$ cat config.mk
export PLATFORM = sky130hd
export DESIGN_NAME = alu_iter
export DESIGN_NICKNAME = d
export VERILOG_FILES = /design/src/rtl/alu_iter.sv
export SDC_FILE = /design/constraint.sdc
export NUM_CORES = 1
export LEC_CHECK = 0
export ABC_AREA = 1
export BUFFER_PORTS_ARGS = -buffer_cell sky130_fd_sc_hd__buf_2
export CAP_MARGIN = 15
export CORE_ASPECT_RATIO = 1.75
export CORE_MARGIN = 4
export CORE_UTILIZATION = 35
export DETAILED_ROUTE_END_ITERATION = 8
export MAX_ROUTING_LAYER = met4
export SLEW_MARGIN = 20
export SYNTH_ARGS = -nofsm -noshare
export SYNTH_HDL_FRONTEND = slang
export SYNTH_SLANG_ARGS = --single-unit
$ cat constraint.sdc
create_clock -name clk -period 4.16 [get_ports clk]
set_input_delay 1.04 -clock clk [delete_from_list [all_inputs] [get_ports clk]]
set_output_delay 1.04 -clock clk [all_outputs]
set_load 0.02 [all_outputs]
$ cat src/rtl/alu_iter.sv
// alu_iter: registered EX-stage ALU with valid/ready operand and result handshakes.
// Define ALU_ITER_MULDIV_EN for iterative mul/mulhu/divu/remu; otherwise codes 11-14 return 0 in one cycle.
module alu_iter #(
    parameter int WIDTH = 32,
    parameter int SHW = $clog2(WIDTH)
) (
    input  logic             clk,
    input  logic             reset,
    input  logic             in_valid,
    output logic             in_ready,
    input  logic [WIDTH-1:0] A,
    input  logic [WIDTH-1:0] B,
    input  logic [3:0]       ALUCode,
    output logic             out_valid,
    input  logic             out_ready,
    output logic [WIDTH-1:0] ALUResult,
    output logic             busy
);
    localparam logic [1:0] S_IDLE = 2'd0;
    localparam logic [1:0] S_DONE = 2'd3;
    logic [1:0] state_q, state_d;
    logic [WIDTH-1:0] res_q, res_d, single;
    logic [SHW-1:0] shamt;
    logic accept;

    assign shamt = B[SHW-1:0];
    assign in_ready = (state_q == S_IDLE) || (state_q == S_DONE && out_ready);
    assign accept = in_valid && in_ready;
    assign out_valid = state_q == S_DONE;
    assign ALUResult = res_q;

    // Codes 11-15 fall to zero here; the iterative unit supplies 11-14 when present.
    always_comb begin
        case (ALUCode)
            4'd0:    single = A + B;
            4'd1:    single = A - B;
            4'd2:    single = B;
            4'd3:    single = A & B;
            4'd4:    single = A ^ B;
            4'd5:    single = A | B;
            4'd6:    single = A << shamt;
            4'd7:    single = A >> shamt;
            4'd8:    single = WIDTH'($signed(A) >>> shamt);
            4'd9:    single = WIDTH'($signed(A) < $signed(B));
            4'd10:   single = WIDTH'(A < B);
            default: single = '0;
        endcase
    end

`ifdef ALU_ITER_MULDIV_EN
    localparam logic [1:0] S_MUL = 2'd1;
    localparam logic [1:0] S_DIV = 2'd2;
    logic [WIDTH-1:0] hi_q, hi_d, lo_q, lo_d, opnd_q, opnd_d;
    logic [WIDTH:0] msum, rsh, diff;
    logic [SHW-1:0] cnt_q, cnt_d;
    logic hsel_q, hsel_d, is_mul, is_div;

    assign is_mul = ALUCode == 4'd11 || ALUCode == 4'd12;
    assign is_div = ALUCode == 4'd13 || ALUCode == 4'd14;
    assign busy = state_q == S_MUL || state_q == S_DIV;
    // Mul: {hi,lo} is partial product over the shifting multiplier. Div: hi is remainder, lo shifts dividend out and quotient in.
    assign msum = {1'b0, hi_q} + (lo_q[0] ? {1'b0, opnd_q} : '0);
    assign rsh = {hi_q, lo_q[WIDTH-1]};
    assign diff = rsh - {1'b0, opnd_q};

    always_comb begin
        state_d = state_q;
        res_d = res_q;
        hi_d = hi_q;
        lo_d = lo_q;
        opnd_d = opnd_q;
        cnt_d = cnt_q;
        hsel_d = hsel_q;
        if (state_q == S_MUL) begin
            hi_d = msum[WIDTH:1];
            lo_d = {msum[0], lo_q[WIDTH-1:1]};
            cnt_d = cnt_q + SHW'(1);
        end
        if (state_q == S_DIV) begin
            hi_d = diff[WIDTH] ? rsh[WIDTH-1:0] : diff[WIDTH-1:0];
            lo_d = {lo_q[WIDTH-2:0], ~diff[WIDTH]};
            cnt_d = cnt_q + SHW'(1);
        end
        if (busy && &cnt_q) begin
            state_d = S_DONE;
            res_d = hsel_q ? hi_d : lo_d;
        end
        if (state_q == S_DIV && opnd_q == '0) begin
            state_d = S_DONE;
            res_d = hsel_q ? lo_q : '1;
        end
        if (state_q == S_DONE && out_ready) state_d = S_IDLE;
        if (accept) begin
            state_d = is_mul ? S_MUL : is_div ? S_DIV : S_DONE;
            res_d = (is_mul || is_div) ? res_q : single;
            hi_d = '0;
            lo_d = A;
            opnd_d = B;
            cnt_d = '0;
            hsel_d = ALUCode == 4'd12 || ALUCode == 4'd14;
        end
    end

    always_ff @(posedge clk) begin
        if (reset) begin
            state_q <= S_IDLE;
            res_q <= '0;
            hi_q <= '0;
            lo_q <= '0;
            opnd_q <= '0;
            cnt_q <= '0;
            hsel_q <= 1'b0;
        end else begin
            state_q <= state_d;
            res_q <= res_d;
            hi_q <= hi_d;
            lo_q <= lo_d;
            opnd_q <= opnd_d;
            cnt_q <= cnt_d;
            hsel_q <= hsel_d;
        end
    end
`else
    assign busy = 1'b0;

    always_comb begin
        state_d = state_q;
        res_d = res_q;
        if (state_q == S_DONE && out_ready) state_d = S_IDLE;
        if (accept) begin
            state_d = S_DONE;
            res_d = single;
        end
    end

    always_ff @(posedge clk) begin
        if (reset) begin
            state_q <= S_IDLE;
            res_q <= '0;
        end else begin
            state_q <= state_d;
            res_q <= res_d;
        end
    end
`endif
endmodule

; ---- After elaboration in Yosys (flattened, before gate mapping)
; Index checks and enable logic that the tools add are counted.
[op_classes]
mux = 3
eq_ne = 11
add_sub_neg = 2
reduce_logical = 6
shifts = 3
bitwise = 3
order_cmp = 2
[op_table]
columns = cell, count
row1 = $pmux W32 S11, 1
row2 = $lt A32 B32 Y1, 2
row3 = $add A32 B32 Y32, 1
row4 = $and A32 B32 Y32, 1
row5 = $or A32 B32 Y32, 1
row6 = $shl A32 B5 Y32, 1
row7 = $shr A32 B5 Y32, 1
row8 = $sshr A32 B5 Y32, 1
row9 = $sub A32 B32 Y32, 1
row10 = $xor A32 B32 Y32, 1
row11 = $eq A4 B3 Y1 const B, 4
row12 = $eq A4 B4 Y1 const B, 3
row13 = $eq A4 B2 Y1 const B, 2
row14 = $eq A4 B1 Y1 const B, 1
row15 = $logic_not A4 Y1, 1
row16 = $mux W2, 2
row17 = $eq A2 B2 Y1 const B, 1
row18 = $logic_and A1 B1 Y1, 2
row19 = $logic_not A2 Y1, 1
row20 = $reduce_bool A2 Y1, 1
row21 = $logic_or A1 B1 Y1, 1
[word_totals]
word_cells = 32
ff_bits = 34
in_bits = 72
output_inout_bits = 35

; ---- Logic depth before layout (Yosys ltp)
; Gate-level depths: netlist of the first run.
[depth]
depth_word = 5
depth_mapped = 20

; ---- Worst setup path after synthesis of the first run
; OpenSTA, ideal clock, no wires.
[synth_timing]
path_type = input-to-reg
startpoint = in B[2]
endpoint = reg res_q[0], in the netlist ALUResult[0]
path_buffers = 3
path_slack_ps = 1043
arrival_time_ps = 2984
path_stages = 19
required_ps = 4026
cell_sequence = inv_1 > buf_2 > buf_1 > ha_1 > buf_2 > nor2_1 > nand2_1 > nand3_1 > nand3_1 > nand2_1 > nand2_1 > nand2_1 > nand2_1 > nand2_1 > nor2_1 > nor2_1 > nand2_1 > nand2_1 > a21oi_1
[synth_between]
elab_chain_cells = 2
[synth_lines]
columns = element, line
row1 = "start, declared", 12  ; input logic [WIDTH-1:0] B,
row2 = "$lt A32 B32 Y1, or another cell as far along", 45  ; 4'd10: single = WIDTH'(A < B);
row3 = $pmux W32 S11 (*), 34  ; case (ALUCode)
row4 = "end signal, assigned", 142  ; res_q <= res_d;
row5 = "end, declared", 22  ; logic [WIDTH-1:0] res_q, res_d, single;
; Every way passes the cells marked *; elsewhere a longest branch is shown, timed or not.
; A chain may end at the register's enable or synchronous reset.

; ---- Worst setup path in the final report of the first run
[layout_timing]
startpoint = in A[15]
endpoint = reg res_q[19], in the netlist ALUResult[19]
[layout_between]
elab_chain_cells = 2
[layout_lines]
columns = element, line
row1 = "start, declared", 11  ; input logic [WIDTH-1:0] A,
row2 = "$sub A32 B32 Y32, or another cell as far along", 36  ; 4'd1: single = A - B;
row3 = $pmux W32 S11 (*), 34
; Marked as above.

==> results of run 1 <==
-- cells by family (layout without fill, tap and decap cells) --
logic type / count (synthesis) / after routing / share of synthesized area
AOI/OAI and AO/OA: 255 / 255 / 0.127
xor gates and xnor gates: 6 / 6 / 0.00459
adders and majority gates: 102 / 102 / 0.113
buffers and inverters: 409 / 465 / 0.154
DFF: 33 / 33 / 0.0577
other: 1 / 1 / 0.000328
and+or+nand+nor: 1455 / 1455 / 0.543
-- registers in the layout, summed over array words and instances (netlist names) --
signal,count
ALUResult,32
state_q,1
-- metrics by stage --
| stage | power (mW) | instances | utilization |
|---|---|---|---|
| floorplan | 1.29 | 2261 | - |
| global placement | 1.84 | 2709 | 0.380 |
| detailed placement | 1.85 | 2709 | 0.380 |
| CTS | 2.24 | 2717 | 0.384 |
| global route | 2.41 | 2717 | 0.384 |
| finish | 2.28 | 2717 | 0.384 |
-- cell type report --
cell class	instances	area [µm²]	area share
Timing Repair Buffer	149	906	0.0731
Multi-Input combinational cell	1819	9010	0.728
Tap cell	400	500	0.0404
Clock inverter	2	10.0	0.000808
Inverter	308	1170	0.0943
Clock buffer	6	129	0.0104
Sequential cell	33	661	0.0533
-- layer usage --
metal,routed length [µm],global-route usage
met1,22800,0.371
met3,3500,0.0370
met5,0,-
met4,7290,0.306
met2,33000,0.647
-- cell usage in the layout, fill, tap and decap left out, drive strengths merged, types with 23 or more instances in the layout --
cell type / n
o22ai: 25
nor3: 23
a21oi: 102
nand4: 23
nand3: 367
dfxtp: 33
nand2: 818
inv: 308
ha: 100
buf: 149
o21ai: 76
nor2: 191
-- path summary, 6_finish.rpt --
| check | from | endpoint | cells past startpoint |
|---|---|---|---|
| worst max-delay path | A[15] | ALUResult[19]$_SDFFE_PP0P_ | 14 |
| worst min-delay path | ALUResult[3]$_SDFFE_PP0P_ | ALUResult[3]$_SDFFE_PP0P_ | 2 |
| worst max register to register | state_q[0]$_SDFFE_PP0P_ | ALUResult[1]$_SDFFE_PP0P_ | 5 |
| worst min register to register | ALUResult[3]$_SDFFE_PP0P_ | ALUResult[3]$_SDFFE_PP0P_ | 2 |
-- tightest hold or removal path, cell delays in order, from the launching register on --
cell	delay [ns]
dfxtp_1	0.31
nand2_1	0.06
a21oi_1	0.05
-- power by group through the flow --
stage                     logic [mW]  clock network, mW  registers, mW
after floorplan                0.917                  0          0.376
after global placement          1.48                  0          0.360
after detailed placement        1.49                  0          0.361
after CTS                       1.49              0.392          0.354
after global routing            1.65              0.403          0.355
final                           1.53              0.396          0.354
==> impl_metrics.yaml, run 1 <==
status:
  status: "finished, final reports clean"
floorplanning:
  placementRows: 87
  core_area_mm2: 0.0322
  start_util: 0.355
  die_area_mm2: 0.0358
  io_pins: 107
  die_w_um: 145
  die_h_um: 247
placement:
  io_buffers: 105
  globalplace.congestion: 1.09
  dp_hpwl_um: 55600
  placed_cell_area_mm2: 0.0122
  place_ws_ns: 0.451
global_route:
  grt_pass1_vias: 15425
  grt_usage: 0.373
  grt-ovfl-total: 0
  grt_max_degree: 74
  grt_pass1_wl_um: 95300
  antenna_found_initial: 0
pwr:
  ir_drop_mv: 0.128
  power_frac_seq: 0.155
  internal-power_mw: 0.978
  p_leak_nw: 6.92
  p_sw_mw: 1.31
  p_comb_frac: 0.672
  swShare: 0.572
  pwr-share-clk: 0.173
  powerDensity_mw_per_mm2: 184
yosys:
  syn_area_mm2: 0.0114
  ys_types: 51
  synth_top_area_frac: 0.265
  synth_flop_cell: "dfxtp_1"
  ys_ff_latch: 33
  seq_area_frac_synth: 0.0577
  synthArstFlopShare: 0
  avgSynthCellArea_um2: 5.06
  yosys.cell_count.top_type: "nand2_1"
  syn_inst: 2261
  synth-edff-count: 0
  yosysTopAreaCell: "nand2_1"
  ys_top_cells_by_count: "nand2_1, nand3_1, inv_1, nor2_1, ha_1"
  synth_area_leaders: "nand2_1, nand3_1, ha_1, inv_1, nor2_1"
  ys_warn_count: 0
  synth_nets: 2435
setup_path:
  critPathMaxFanout: 8
  slowest_delay_ns: 0.49
  worst_setup_path_end_kind: "register"
  path_class: "in2reg"
  slowest_stage: "ha_1"
  rrSetupSlack_ns: 2.28
  crit_chain: "buf_2 > inv_1 > ha_1 > nand2_1 > nor2_1 > inv_1 > nor2_1 > nand3b_1 > nand3_1 > nand2_1 > nand3_1 > nand2_1 > o21ai_0 > a21oi_1"
  critical_path_arrival_ns: 3.68
  cpMostUsedCell: "nand2_1"
  worstSetupStartpointType: "primary input"
  crit_required_ns: 4.30
  crit_buf_inv: 3
  path_delay_family: "simple AND/OR/NAND/NOR gates"
clock_network:
  clk_latency_ns: 0.29
  cts-buffers-inserted: 5
  path_clk_slew_ns: 0.07
  cts_sinks: 33
  clock_path_buffers: 2
  hold_buffers: 0
  post_cts_resized: 0
  cts_tree: "yes"
  root_buffer: "clkbuf_16"
  post_cts_buffers: 0
  cts_max_level: 2
timing:
  finalSetupTns_ns: 0
  slew_violations: 0
  skew_ns: 0.0105
  fmax_mhz: 282
  rsz0062_at_grt: "no"
  hold_viol: 0
  tightest_slew_ns: 0.952
  fin_hold_ws_ns: 0.468
  min_period_ns: 3.54
  fin_crit_sh: 0.851
  setup_ws_ns: 0.619
  setup_viol: 0
  relSlewSlack: 0.364
drt:
  routed_wl_um: 66600
  vias_per_cell: 5.78
  routedWlPerCell_um: 24.5
  route.antenna.remaining_nets: 0
  drcViolationCount: 0
  firstDrtPassIters: 5
  dr_total_vias: 15716
  initialDrtViolationCount: 1332
cells_and_area:
  fin_area_mm2: 0.0124
  n_antenna_cell: 0
  fillerInstances: 3849
  fin_nets: 2490
  layout-drive-gt1-share: 0.0893
  area_delta_synth_final_pct: 8.28
worst_hold_path:
  hp-class: "reg2reg"
run:
  max_cap_viol_count: 0
(Power assumes the default switching activity.)
==> run 2, diff against run 1 <==
--- a/config.mk
+++ b/config.mk
@@ -12,6 +12,7 @@
 export CORE_MARGIN = 4
 export CORE_UTILIZATION = 35
 export DETAILED_ROUTE_END_ITERATION = 8
+export GPL_TIMING_DRIVEN = 0
 export MAX_ROUTING_LAYER = met4
 export SLEW_MARGIN = 20
 export SYNTH_ARGS = -nofsm -noshare
==> run 2 against run 1 <==
  * Routed wire length up 11%
  * Flip-flop and latch count unchanged
  * Clock power decreased by 12%
  * First-iteration DRC count fell by 0.68%
  * Cell count increased by 2.0%
  * Critical endpoint is now ALUResult[10]$_SDFFE_PP0P_
  * Largest cell class unchanged
  * Highest routed layer unchanged
==> impl_metrics.yaml, run 2 (synthesis results as in run 1) <==
floorplanning:
  die_w_um: 145
  die_h_um: 247
  core_area_mm2: 0.0322
  io_pins: 107
  placementRows: 87
  die_area_mm2: 0.0358
  start_util: 0.355
worst_hold_path:
  hp-class: "reg2reg"
  hold_depth: 2
timing:
  relSlewSlack: 0.400
  tightest_slew_ns: 0.899
  fmax_mhz: 246
  hold_viol: 0
  min_period_ns: 4.06
  fin_crit_sh: 0.976
  setup_viol: 0
  slew_violations: 0
  rsz0062_at_grt: "no"
  skew_ns: 0.00208
  fin_hold_ws_ns: 0.464
clock_network:
  cts_sinks: 33
  path_clk_slew_ns: 0.05
  cts_tree: "yes"
  clock_path_buffers: 2
  cts_max_level: 2
  post_cts_buffers: 0
  clk_latency_ns: 0.28
  cts-buffers-inserted: 5
  root_buffer: "clkbuf_16"
cells_and_area:
  final_cell_mix: "nand2_1, nand3_1, inv_1"
  area_delta_synth_final_pct: 10.4
  fin_nets: 2543
  largest_register_ffs: 32
  instances_no_fill: 2771
  fin_util: 0.392
  layout_commonest_cell: "nand2_1"
  layout-drive-gt1-share: 0.102
  fillerInstances: 3881
global_route:
  grt_pass1_wl_um: 103000
  grt-ovfl-total: 0
  grt_busiest_layer: "met2"
  grt_max_degree: 21
  antenna_found_initial: 1
  globalRouteMet1Util: 0.393
  grt_pass1_vias: 15743
  gr-usage-met2: 0.694
  grt_usage: 0.416
  met3_usage: 0.0503
pwr:
  internal-power_mw: 0.982
  p_comb_frac: 0.699
  p_leak_nw: 7.08
  finalPower_mw: 2.31
  ir_drop_mv: 0.171
  p_sw_mw: 1.33
  swShare: 0.576
  powerDensity_mw_per_mm2: 183
  power_frac_seq: 0.150
  pwr-share-clk: 0.151
setup_path:
  cpMostUsedCell: "nand3_1"
  slowest_delay_ns: 0.49
  r2r_cells: 6
  critical_path_arrival_ns: 4.20
  critPathMaxFanout: 20
  crit_required_ns: 4.30
  worstSetupStartpointType: "primary input"
  slowest_stage: "o21ai_1"
  rrSetupSlack_ns: 2.53
  path_class: "in2reg"
  crit_chain: "buf_2 > inv_2 > clkbuf_4 > ha_1 > nor2_1 > nand3_1 > nand3_1 > nand2_1 > nand2_1 > nand2_1 > nand3_1 > nand3_1 > o21ai_1 > a21oi_1"
  worst_setup_path_end_kind: "register"
status:
  status: "finished, final reports clean"
placement:
  globalplace.congestion: 1.12
  dp_hpwl_um: 63000
  io_buffers: 104
  placedCellCount: 2765
drt:
  drcViolationCount: 0
  routed_wl_um: 74100
  vias_per_cell: 5.81
  initialDrtViolationCount: 1323
  firstDrtPassIters: 8
  route.antenna.remaining_nets: 0
  dr_total_vias: 16096
  routedWlPerCell_um: 26.7
run:
  max_cap_viol_count: 0
-- run 2: final cells by class --
class | count | area [µm²] | area share
Multi-Input combinational cell | 1819 | 9040 | 0.716
Buffer | 98 | 598 | 0.0474
Antenna cell | 1 | 2.50 | 0.000198
Inverter | 308 | 1170 | 0.0925
Sequential cell | 33 | 661 | 0.0523
Clock inverter | 2 | 10.0 | 0.000793
Tap cell | 400 | 500 | 0.0396
Clock buffer | 6 | 129 | 0.0102
Timing Repair Buffer | 104 | 520 | 0.0412
-- run 2: what timing repair did --
item,4_1_cts,5_1_grt
setup endpoints to repair,23,9
resized for setup,3,11
hold endpoints to repair,0,0
hold buffers,0,0
-- run 2: worst paths after layout --
kind | end | from
worst min register to register | ALUResult[16]$_SDFFE_PP0P_ | ALUResult[16]$_SDFFE_PP0P_
worst min-delay path | ALUResult[16]$_SDFFE_PP0P_ | ALUResult[16]$_SDFFE_PP0P_
worst max-delay path | ALUResult[10]$_SDFFE_PP0P_ | B[4]
worst max register to register | ALUResult[10]$_SDFFE_PP0P_ | state_q[0]$_SDFFE_PP0P_
-- run 2: routing by layer --
metal / wire [µm] / vias up / part of all wire
met1: 24000 / 7436 / 0.32
li1: - / 7481 / -
met3: 4100 / 349 / 0.055
met4: 10400 / 0 / 0.14
met5: 0 / - / 0
met2: 35600 / 830 / 0.48
-- run 2: per-stage QoR --
step / worst slack [ns] / instance area (µm²) / setup TNS, ns
finish: 0.101 / 12600 / 0
global route: 0.0367 / 12600 / 0
CTS: 0.00593 / 12600 / 0
detailed placement: -0.909 / 12500 / -11.77
global placement: -0.891 / 12500 / -11.48
floorplan: 1.04 / 11400 / 0
-- run 2: power groups by stage --
| stage | Clock, mW | Sequential [mW] | Combinational (mW) |
|---|---|---|---|
| final | 0.349 | 0.347 | 1.62 |
| after global routing | 0.372 | 0.349 | 1.72 |
| after CTS | 0.352 | 0.347 | 1.56 |
| after detailed placement | 0 | 0.353 | 1.55 |
| after global placement | 0 | 0.352 | 1.55 |
| after floorplan | 0 | 0.376 | 0.917 |
-- run 2: worst max-delay path: cells and delay by family --
kind / cells / cell delay, ns
buffers and inverters: 3 / 0.58
adders and majority gates: 1 / 0.45
and+or+nand+nor: 8 / 1.51
AOI/OAI and AO/OA: 2 / 0.61
==> run 3, diff against run 2 <==
--- a/config.mk
+++ b/config.mk
@@ -8,7 +8,7 @@
 export ABC_AREA = 1
 export BUFFER_PORTS_ARGS = -buffer_cell sky130_fd_sc_hd__buf_2
 export CAP_MARGIN = 15
-export CORE_ASPECT_RATIO = 1.75
+export CORE_ASPECT_RATIO = 0.9
 export CORE_MARGIN = 4
 export CORE_UTILIZATION = 35
 export DETAILED_ROUTE_END_ITERATION = 8
==> run 3 against run 2 <==
  * Register-to-register slack gained 0.02 ns
  * Fmax grew 1.5%
  * Worst setup slack improved by 0.059 ns
  * First-iteration DRC count increased by 47%
  * Largest power group unchanged
  * Via count decreased by 1.7%
  * Core utilization is 0.19 points higher
  * Hold slack lost 0.0031 ns
  * Combinational power decreased by 4%
  * Sequential power about the same
  * Non-clock buffer count unchanged
  * Global-route usage fell by 5.1 points
  * Critical path type unchanged
==> impl_metrics.yaml, run 3 (synthesis results as in run 1) <==
cells_and_area:
  layout_commonest_cell: "nand2_1"
  fin_nets: 2543
  area_delta_synth_final_pct: 10.3
  layout-drive-gt1-share: 0.0996
  final_cell_mix: "nand2_1, nand3_1, inv_1"
  largest_register_ffs: 32
  fin_util: 0.394
clock_network:
  cts-buffers-inserted: 5
  cts_sinks: 33
  clock_path_buffers: 2
  post_cts_buffers: 0
  path_clk_slew_ns: 0.06
  root_buffer: "clkbuf_16"
  cts_max_level: 2
  hold_buffers: 0
  post_cts_resized: 0
  clk_latency_ns: 0.28
  cts_tree: "yes"
setup_path:
  reg2reg_from: "state_q[0]$_SDFFE_PP0P_"
  worst_setup_path_end_kind: "register"
  path_class: "in2reg"
  crit_required_ns: 4.30
  critical_path_arrival_ns: 4.14
  worstSetupStartpointType: "primary input"
  critPathMaxFanout: 20
  critical_path.startpoint: "B[4]"
run:
  max_cap_viol_count: 0
timing:
  min_period_ns: 4.00
  setup_viol: 0
  fmax_mhz: 250
  fin_crit_sh: 0.962
  tightest_slew_ns: 1.03
  rsz0062_at_grt: "no"
  skew_ns: 0.00181
  slew_violations: 0
  hold_viol: 0
  relSlewSlack: 0.316
  finalSetupTns_ns: 0
placement:
  globalplace.congestion: 1.06
  io_buffers: 104
  dp_hpwl_um: 56200
drt:
  met1Wirelength_um: 26700
  initialDrtViolationCount: 1944
  firstDrtPassIters: 8
  wl_met3_um: 5730
  drcViolationCount: 0
  vias_per_cell: 5.67
  dr_wl_met2_um: 29500
  routedWlPerCell_um: 23.7
  routed_wl_um: 65900
  route.antenna.remaining_nets: 0
  dr_total_vias: 15817
  highest_layer: "met4"
global_route:
  grt-ovfl-total: 0
  grt_max_degree: 21
  grt_usage: 0.365
  antenna_found_initial: 2
  grt_pass1_vias: 14859
  grt_pass1_wl_um: 95000
pwr:
  powerDensity_mw_per_mm2: 179
  p_leak_nw: 7.06
  ir_drop_mv: 0.167
floorplanning:
  placementRows: 62
  core_area_mm2: 0.0320
  io_pins: 107
  die_area_mm2: 0.0356
  die_w_um: 199
  start_util: 0.357
  die_h_um: 180
status:
  status: "finished, final reports clean"
worst_hold_path:
  min-delay-start: "ALUResult[5]$_SDFFE_PP0P_"
  hp-class: "reg2reg"
==> run 3: cell count changes in the layout (fill, tap and decap cells not counted) <==
| cell | before | now |
|---|---|---|
| buf_2 | 148 | 150 |
| o21ai_1 | 8 | 9 |
| o21ai_0 | 65 | 67 |
| nand2_1 | 806 | 807 |
| nand3_2 | 3 | 1 |
| diode_2 | 1 | 2 |
| nand3_1 | 364 | 366 |
| buf_6 | 13 | 12 |
| clkbuf_4 | 4 | 3 |
| o21ai_2 | 3 | 0 |
| nand2_2 | 11 | 10 |
==> run 3: path summary, 6_finish.rpt <==
check,depth (start not counted),slack [ns],to
min reg2reg,2,0.46,ALUResult[5]$_SDFFE_PP0P_
max reg2reg,6,2.55,ALUResult[10]$_SDFFE_PP0P_
max,14,0.16,ALUResult[10]$_SDFFE_PP0P_
min,2,0.46,ALUResult[5]$_SDFFE_PP0P_
==> run 3: cell type report <==
| cell class | count | area [µm²] |
|---|---|---|
| Inverter | 308 | 1170 |
| Multi-Input combinational cell | 1819 | 9010 |
| Antenna cell | 2 | 5.00 |
| Clock inverter | 2 | 10.0 |
| Tap cell | 416 | 520 |
| Fill cell | 3813 | 19400 |
| Sequential cell | 33 | 661 |
| Clock buffer | 6 | 129 |
| Timing Repair Buffer | 104 | 520 |
| Buffer | 98 | 589 |
==> run 3: routing by layer <==
layer,track usage,vias to the layer above
met5,-,-
met4,0.154,0
met3,0.0474,178
met2,0.584,858
met1,0.462,7320
li1,-,7461
==> run 3: worst max-delay path, stage by stage <==
cell and delay (ns):
buf_2 0.16, inv_2 0.12, buf_2 0.42, ha_1 0.41, nor2_1 0.32, nand3_1 0.13
nand3_1 0.29, nand2_1 0.13, nand2_1 0.16, nand2_1 0.07, nand3_1 0.12, nand3_1 0.10
o21ai_0 0.53, a21oi_1 0.14
==> run 3: per-stage QoR <==
step | instances | setup WS, ns | hold WS, ns | area [µm²] | power (mW)
after floorplan | 2261 | 1.04 | 0.542 | 11400 | 1.29
after global placement | 2781 | -0.605 | 0.454 | 12500 | 1.84
after detailed placement | 2781 | -0.594 | 0.455 | 12500 | 1.85
after CTS | 2786 | 0.0320 | 0.464 | 12600 | 2.21
after global routing | 2788 | 0.0299 | 0.481 | 12600 | 2.40
final | 2788 | 0.160 | 0.461 | 12600 | 2.26
==> run 3: power by group <==
part,switching [mW],internal (mW),total (mW)
Sequential,0.00961,0.336,0.346
Combinational,1.13,0.422,1.55
Clock,0.142,0.220,0.361
Total,1.28,0.978,2.26
